**config.mk**
```make
export PLATFORM = sky130hd
export DESIGN_NAME = fetch_unit
export DESIGN_NICKNAME = d
export VERILOG_FILES = /design/src/rtl/fetch_unit.sv
export SDC_FILE = /design/constraint.sdc
export NUM_CORES = 1
export LEC_CHECK = 0
export CORE_MARGIN = 8
export CORE_UTILIZATION = 40
export DETAILED_ROUTE_END_ITERATION = 8
export GPL_ROUTABILITY_DRIVEN = 0
export PLACE_DENSITY = 0.69
export REMOVE_ABC_BUFFERS = 1
export SLEW_MARGIN = 15
export SYNTH_ARGS = -nofsm -noshare
export SYNTH_HDL_FRONTEND = slang
export SYNTH_SLANG_ARGS = --single-unit
```
**constraint.sdc**
```tcl
create_clock -name clk -period 4.2 [get_ports clk]
set_input_delay 0.63 -clock clk [delete_from_list [all_inputs] [get_ports clk]]
set_output_delay 0.63 -clock clk [all_outputs]
set_load 0.05 [all_outputs]
```
**src/rtl/fetch_unit.sv**
```systemverilog
// fetch_unit: front-end fetch stage in front of a synchronous instruction cache.
// It owns the PC, issues one-word reads, captures each returned word one cycle
// later, and buffers {pc, instr} pairs in an in-order queue that decode drains
// over a valid/ready handshake. A redirect flushes the queue and squashes the
// in-flight cache response.
//
// Ports:
//   clk, rst                   clock; synchronous active-high reset
//   redirect_valid/redirect_pc redirect request and new PC (bits [1:0] ignored)
//   ic_en/ic_addr              cache read request (combinational) and address
//   ic_rdata/ic_rvalid         cache response, one cycle after ic_en
//   out_valid/out_ready        head-entry handshake to decode
//   out_pc/out_instr           head-entry PC and instruction word
module fetch_unit #(
    parameter logic [31:0] RESET_PC = 32'h0000_0000,
    parameter int unsigned FQ_DEPTH = 4
) (
    input  logic        clk,
    input  logic        rst,
    input  logic        redirect_valid,
    input  logic [31:0] redirect_pc,
    output logic        ic_en,
    output logic [31:0] ic_addr,
    input  logic [31:0] ic_rdata,
    input  logic        ic_rvalid,
    output logic        out_valid,
    input  logic        out_ready,
    output logic [31:0] out_pc,
    output logic [31:0] out_instr
);

    localparam int unsigned PW = (FQ_DEPTH > 1) ? $clog2(FQ_DEPTH) : 1;
    localparam logic [PW:0]   FULL    = (PW+1)'(FQ_DEPTH);
    localparam logic [PW+1:0] CREDITS = (PW+2)'(FQ_DEPTH);

    logic [31:0]   pc;
    logic          inflight;
    logic [31:0]   inflight_pc;
    logic [PW-1:0] rd_ptr;
    logic [PW-1:0] wr_ptr;
    logic [PW:0]   count;

    logic [31:0] pc_mem    [FQ_DEPTH];
    logic [31:0] instr_mem [FQ_DEPTH];

    logic          push;
    logic          pop;
    logic [PW+1:0] credit_used;

    // An in-flight request already owns a queue slot; a same-cycle pop does
    // not return credit, so every response is guaranteed somewhere to land.
    assign credit_used = {1'b0, count} + {{(PW+1){1'b0}}, inflight};
    assign ic_en       = !rst && !redirect_valid && (credit_used < CREDITS);
    assign ic_addr     = pc;

    // A response without a matching request is ignored; a missing response
    // simply drops that entry and its credit frees up when inflight clears.
    assign push = !rst && !redirect_valid && inflight && ic_rvalid;

    assign out_valid = (count != '0) && !redirect_valid;
    assign pop       = out_valid && out_ready;
    assign out_pc    = (count != '0) ? pc_mem[rd_ptr]    : '0;
    assign out_instr = (count != '0) ? instr_mem[rd_ptr] : '0;

    always_ff @(posedge clk) begin
        if (rst) begin
            pc          <= RESET_PC & ~32'h3;
            inflight    <= 1'b0;
            inflight_pc <= '0;
            rd_ptr      <= '0;
            wr_ptr      <= '0;
            count       <= '0;
        end else if (redirect_valid) begin
            // Flush by snapping rd_ptr to wr_ptr; the pending response is
            // squashed because inflight is cleared.
            pc       <= redirect_pc & ~32'h3;
            inflight <= 1'b0;
            count    <= '0;
            rd_ptr   <= wr_ptr;
        end else begin
            inflight <= ic_en;
            if (ic_en) begin
                pc          <= pc + 32'd4;
                inflight_pc <= pc;
            end
            if (push) wr_ptr <= wr_ptr + PW'(1);
            if (pop)  rd_ptr <= rd_ptr + PW'(1);
            if (push && !pop)
                count <= count + (PW+1)'(1);
            else if (pop && !push)
                count <= count - (PW+1)'(1);
        end
    end

    // Storage carries no reset; out_pc/out_instr are masked while empty.
    always_ff @(posedge clk) begin
        if (push) begin
            pc_mem[wr_ptr]    <= inflight_pc;
            instr_mem[wr_ptr] <= ic_rdata;
        end
    end

    a_no_push_when_full: assert property (
        @(posedge clk) disable iff (rst) push |-> (count != FULL)
    );

endmodule

```
Word level (Yosys, flattened, before mapping)
Memory sizes are Yosys's and may differ from the RTL's. A register that Yosys moved wholly into a read port is not among the register bits.
Index checks and enable logic that the tools add are counted.
Widths: inputs -> output; s select.
{ "word_totals": {"ff_bits": 72, "ram_bits": 256, "input_bits": 69, "output_inout_bits": 98, "wordCells": 50, "memories": 2} }
{ "mem_list": {"columns": ["memory", "depth", "width", "rd", "rd_clocked_by_memory_dff", "write_ports", "line", "rtl"], "rows": [
  ["instr_mem", 4, 32, 1, 1, 1, "44", "logic [31:0] instr_mem [FQ_DEPTH];"],
  ["pc_mem", 4, 32, 1, 1, 1, "43", "logic [31:0] pc_mem [FQ_DEPTH];"]
]} }
{ "classes": {"n_addsub": 6, "n_lt_le_gt_ge": 1, "mux": 14, "bitwise_logic": 1, "n_reduce_logical": 19} }
{ "ops": {"columns": ["op", "n"], "rows": [
  ["$mux 32", 4],
  ["$add 32x3->32 const B", 1],
  ["$mux 2", 6],
  ["$logic_and 1x1->1", 8],
  ["$mux 3", 2],
  ["$reduce_bool 2->1", 3],
  ["$add 2x1->2 const B", 2],
  ["$add 3x1->4", 1],
  ["$logic_not 1->1", 4],
  ["$lt 4x3->1 const B", 1],
  ["$reduce_and 2->1", 2],
  ["$add 3x1->3 const B", 1],
  ["$reduce_bool 3->1", 1],
  ["$sub 3x1->3 const B", 1],
  ["$mux 1", 2],
  ["$reduce_or 2->1", 1],
  ["$not 1->1", 1]
]} }

Depth between registers and ports, before layout
{ "logic_depth": {"depth_word": 8, "mapped_depth": 11, "ltp_nobuf": 9} }

Worst setup path before layout
OpenSTA, ideal clock, no wires.
{ "synth_timing": {"kind": "input to register", "startpoint": "input port redirect_valid", "endpoint": "memory instr_mem[0][0] (enable)", "setup_ns": 0.426, "t_arrival_ns": 2.872, "required_time_ns": 3.774, "setup_slack_ns": 0.901, "cell_stages": 3, "path_buffers": 1, "cell_sequence": "clkbuf_1 -> nor3_1 -> and2_1"} }
{ "synth_between": {"elab_chain_len": 6} }
{ "synth_rtl": {"columns": ["item", "line", "rtl"], "rows": [
  ["start: declaration", "20", "input logic redirect_valid,"],
  ["$logic_not 1->1", "58", "assign push = !rst && !redirect_valid && inflight && ic_rvalid;"],
  ["$logic_and 1x1->1 (3 in series)", "58", null],
  ["$mux 1", "97", "if (push) begin"],
  ["$mux 1 (implied by the code)", "99", "instr_mem[wr_ptr] <= ic_rdata;"],
  ["end: declaration", "44", null]
]} }
No other way between the ends.

==> flow_summary.json <==
{
  "outcome": "finished clean",
  "max_freq_mhz": 278.5,
  "dp.cells": 1378,
  "worstSkewPairLatency_ns": 0.52,
  "critical_path.max_fanout": 23,
  "synth_compound_area_share_pct": 5.600,
  "dp_hpwl_mm": 19.36,
  "synth_top_family_by_area": "simple AND/OR/NAND/NOR gates",
  "whs_path_depth": 2,
  "core_sq_um": 32210,
  "port_buffers": 160,
  "cp_top_family": "buffers and inverters",
  "cts_buffer_depth": 3,
  "syn-cell-area_sq_um": 12960,
  "clockRootBuffer": "clkbuf_16",
  "rows": 66,
  "routed_via_density": 5.427,
  "antenna_found_initial": 0,
  "holdPathEnd": "inflight_pc[30]",
  "drv_cap": 0,
  "r2r.worst_path.cells": 4,
  "clkTransAtPathRegs_ns": 0.06,
  "min_from": "ic_addr[30]",
  "yosys.area.top_type_share_pct": 57.46,
  "drc": 0,
  "setup_violations": 0,
  "async_reset_ff_share_pct": 0,
  "ys_seq_area_share_pct": 68.28,
  "synthCells": 844,
  "synth_fa_ha_area_share_pct": 0.7337,
  "layout_common_cells": "248 x edfxtp_1, 158 x clkdlybuf4s50_1, 91 x nand2_1",
  "critPathKind": "reg2out",
  "drt_iter0_markers": 525,
  "worst-path-buf-inv": 2,
  "r2r-start": "ic_addr[11]",
  "vias": 7810,
  "synth_xor_area_share_pct": 0.4055,
  "synth_cell_types": 66,
  "ys.flop_type": "edfxtp_1",
  "irDropWorstVdd_uv": 265.7,
  "rr_endpoint": "ic_addr[29]",
  "hold_violations": 0,
  "cts_hold_buf": 0,
  "min_path_type": "reg2reg",
  "yosys_warnings": 0,
  "synth-simple-area-share_pct": 11.11,
  "rsz0062_at_grt": "no",
  "layout-drive-gt1-share_pct": 15.13,
  "die_y_microns": 196,
  "crit_required_ns": 3.57,
  "total_power_mw": 6.978,
  "ant_nets": 0,
  "syn-mean-instance-area_sq_um": 15.36,
  "cp_cell_sequence": "buf_4 > mux4_2 > nor2b_1 > clkdlybuf4s50_1",
  "avgRoutedWirePerCell_microns": 21.31,
  "cts_tree": "done",
  "htreeDepth": 2,
  "dieArea_sq_um": 38420,
  "p_per_area_nw_per_um2": 431.3,
  "die-width_microns": 196,
  "grt-ovfl-total": 0,
  "slew_headroom_pct": 47.84,
  "fillerInstances": 2717,
  "grt_usage_pct": 15.91,
  "slowest_stage": "clkdlybuf4s50_1",
  "grt_max_degree": 63,
  "layout_setup_ws_ns": 0.6095,
  "cp-end-kind": "output port",
  "post_cts_buffers": 0,
  "startpoint_type": "flop",
  "leakage_nw": 5.157,
  "grt_pass1_wl_mm": 47.60,
  "clock_sinks": 318,
  "max_stage_delay_ns": 0.74,
  "layout_commonest_cell": "edfxtp_1",
  "yosysTopAreaCell": "edfxtp_1",
  "ios": 167,
  "crit_arrival_ns": 2.96,
  "synth.area.mux_share_pct": 11.02,
  "finalCriticalPeriod_ns": 3.590,
  "nNetsFinal": 1083,
  "synth_edf_count": 248,
  "cts_buffers": 35,
  "finalWirelength_mm": 30.67,
  "slew_violations": 0,
  "r2r_slack_ns": 1.69,
  "finalCritPeriodShare_pct": 85.49,
  "synth-seq-cells": 318,
  "finalNonFillerCells": 1439,
  "cts_resized": 0,
  "final.setup.tns_ns": 0,
  "skew_ns": 0.02943,
  "drt-pass1-iter-count": 5,
  "tightest_slew_ns": 0.7824,
  "grt_pass1_vias": 8089,
  "syn_to_final_growth_pct": 24.86,
  "initial_core_util_pct": 40.24,
  "n_antenna_cell": 0,
  "fin_util_pct": 50.24,
  "place_ws_ns": 0.9453,
  "synth.area.top_cells": "edfxtp_1 57%, dfxtp_1 11%, mux4_2 11%, nor2b_1 3.0%, nand2_1 2.7%"
}
[area by class of cell]
type	instances	area, sq um	share of cell area [%]
Clock buffer	50	983.4	6.077
Clock inverter	11	150.1	0.9279
Timing Repair Buffer	182	1859	11.49
Multi-Input combinational cell	457	3774	23.32
Tap cell	408	510.5	3.155
Inverter	13	48.80	0.3016
Sequential cell	318	8856	54.73
[cell families (layout without fill, tap and decap cells)]
group / count (synthesis) / count (layout)
AO/OA/AOI/OAI: 110 / 110
other: 1 / 4
XOR/XNOR: 6 / 6
buffers and inverters: 72 / 256
flip-flops: 318 / 318
AND/OR/NAND/NOR: 265 / 265
adder cells (fa/ha/maj): 7 / 7
multiplexers: 65 / 65
[layer usage]
metal	track usage [%]	wire length, microns	vias up
met2	26.22	14570	264
li1	-	-	3600
met5	0	0	-
met1	21.00	13450	3908
met3	3.907	2126	38
met4	3.818	527	0
[state kept, by name, summed over array words and instances (netlist names), named ones only]
| signal | cells |
|---|---|
| rd_ptr | 2 |
| pc_mem | 120 |
| ic_addr | 30 |
| instr_mem | 128 |
| count | 3 |
| inflight_pc | 30 |
| wr_ptr | 2 |
| inflight | 1 |
[how the worst max path moves through the flow]
stage	cells after the start	start	slack (ns)	end
5_1_grt	4	flop	0.46	out_pc[3]
3_3_place_gp	6	redirect_valid	0.99	ic_addr[21]
2_1_floorplan	2	count[0]	-1.07	out_valid
4_1_cts	4	flop	0.52	out_pc[3]
6_report	4	flop	0.61	out_pc[20]
3_5_place_dp	6	redirect_valid	0.95	ic_addr[21]
[where the power goes]
| part | leakage (nW) | switching (mW) | internal (mW) | total [mW] |
|---|---|---|---|---|
| logic | 1.71 | 0.279 | 0.217 | 0.497 |
| registers | 2.90 | 0.0693 | 3.41 | 3.48 |
| clock network | 0.551 | 1.18 | 1.82 | 3.00 |
| total | 5.16 | 1.53 | 5.45 | 6.98 |
[per-stage QoR]
step | hold WS, ns | instance area, sq um
floorplan | 0.4576 | 12650
global placement | 0.4778 | 15050
detailed placement | 0.4889 | 15050
CTS | 0.4989 | 16180
global route | 0.5191 | 16180
finish | 0.4927 | 16180
[tightest hold or removal path, stage by stage (launching register included)]
cell and delay, ns:
dfxtp_1 0.32, nand2_1 0.07, a21oi_1 0.06
[synthesized netlist by cell type, types with 3 or more instances]
cell type  number
or3_1           6
clkbuf_1       29
buf_1           6
buf_4           6
and3_1          5
and2_1         10
edfxtp_1      248
dfxtp_1        70
nand3_1        15
ha_1            6
nand4_1        12
clkbuf_8        3
nor2_1         10
nor3_1         16
inv_1          12
a21oi_1        39
o21ai_0         5
or4_1          12
nor2b_1        63
a31oi_1        18
xnor2_1         4
a41oi_1         3
a22oi_1         4
mux4_2         62
o221ai_1        4
and4_1          6
o311ai_0        5
o211ai_1       11
a211oi_1        3
buf_2          11
nand2_1        92
(Power assumes the default switching activity.)
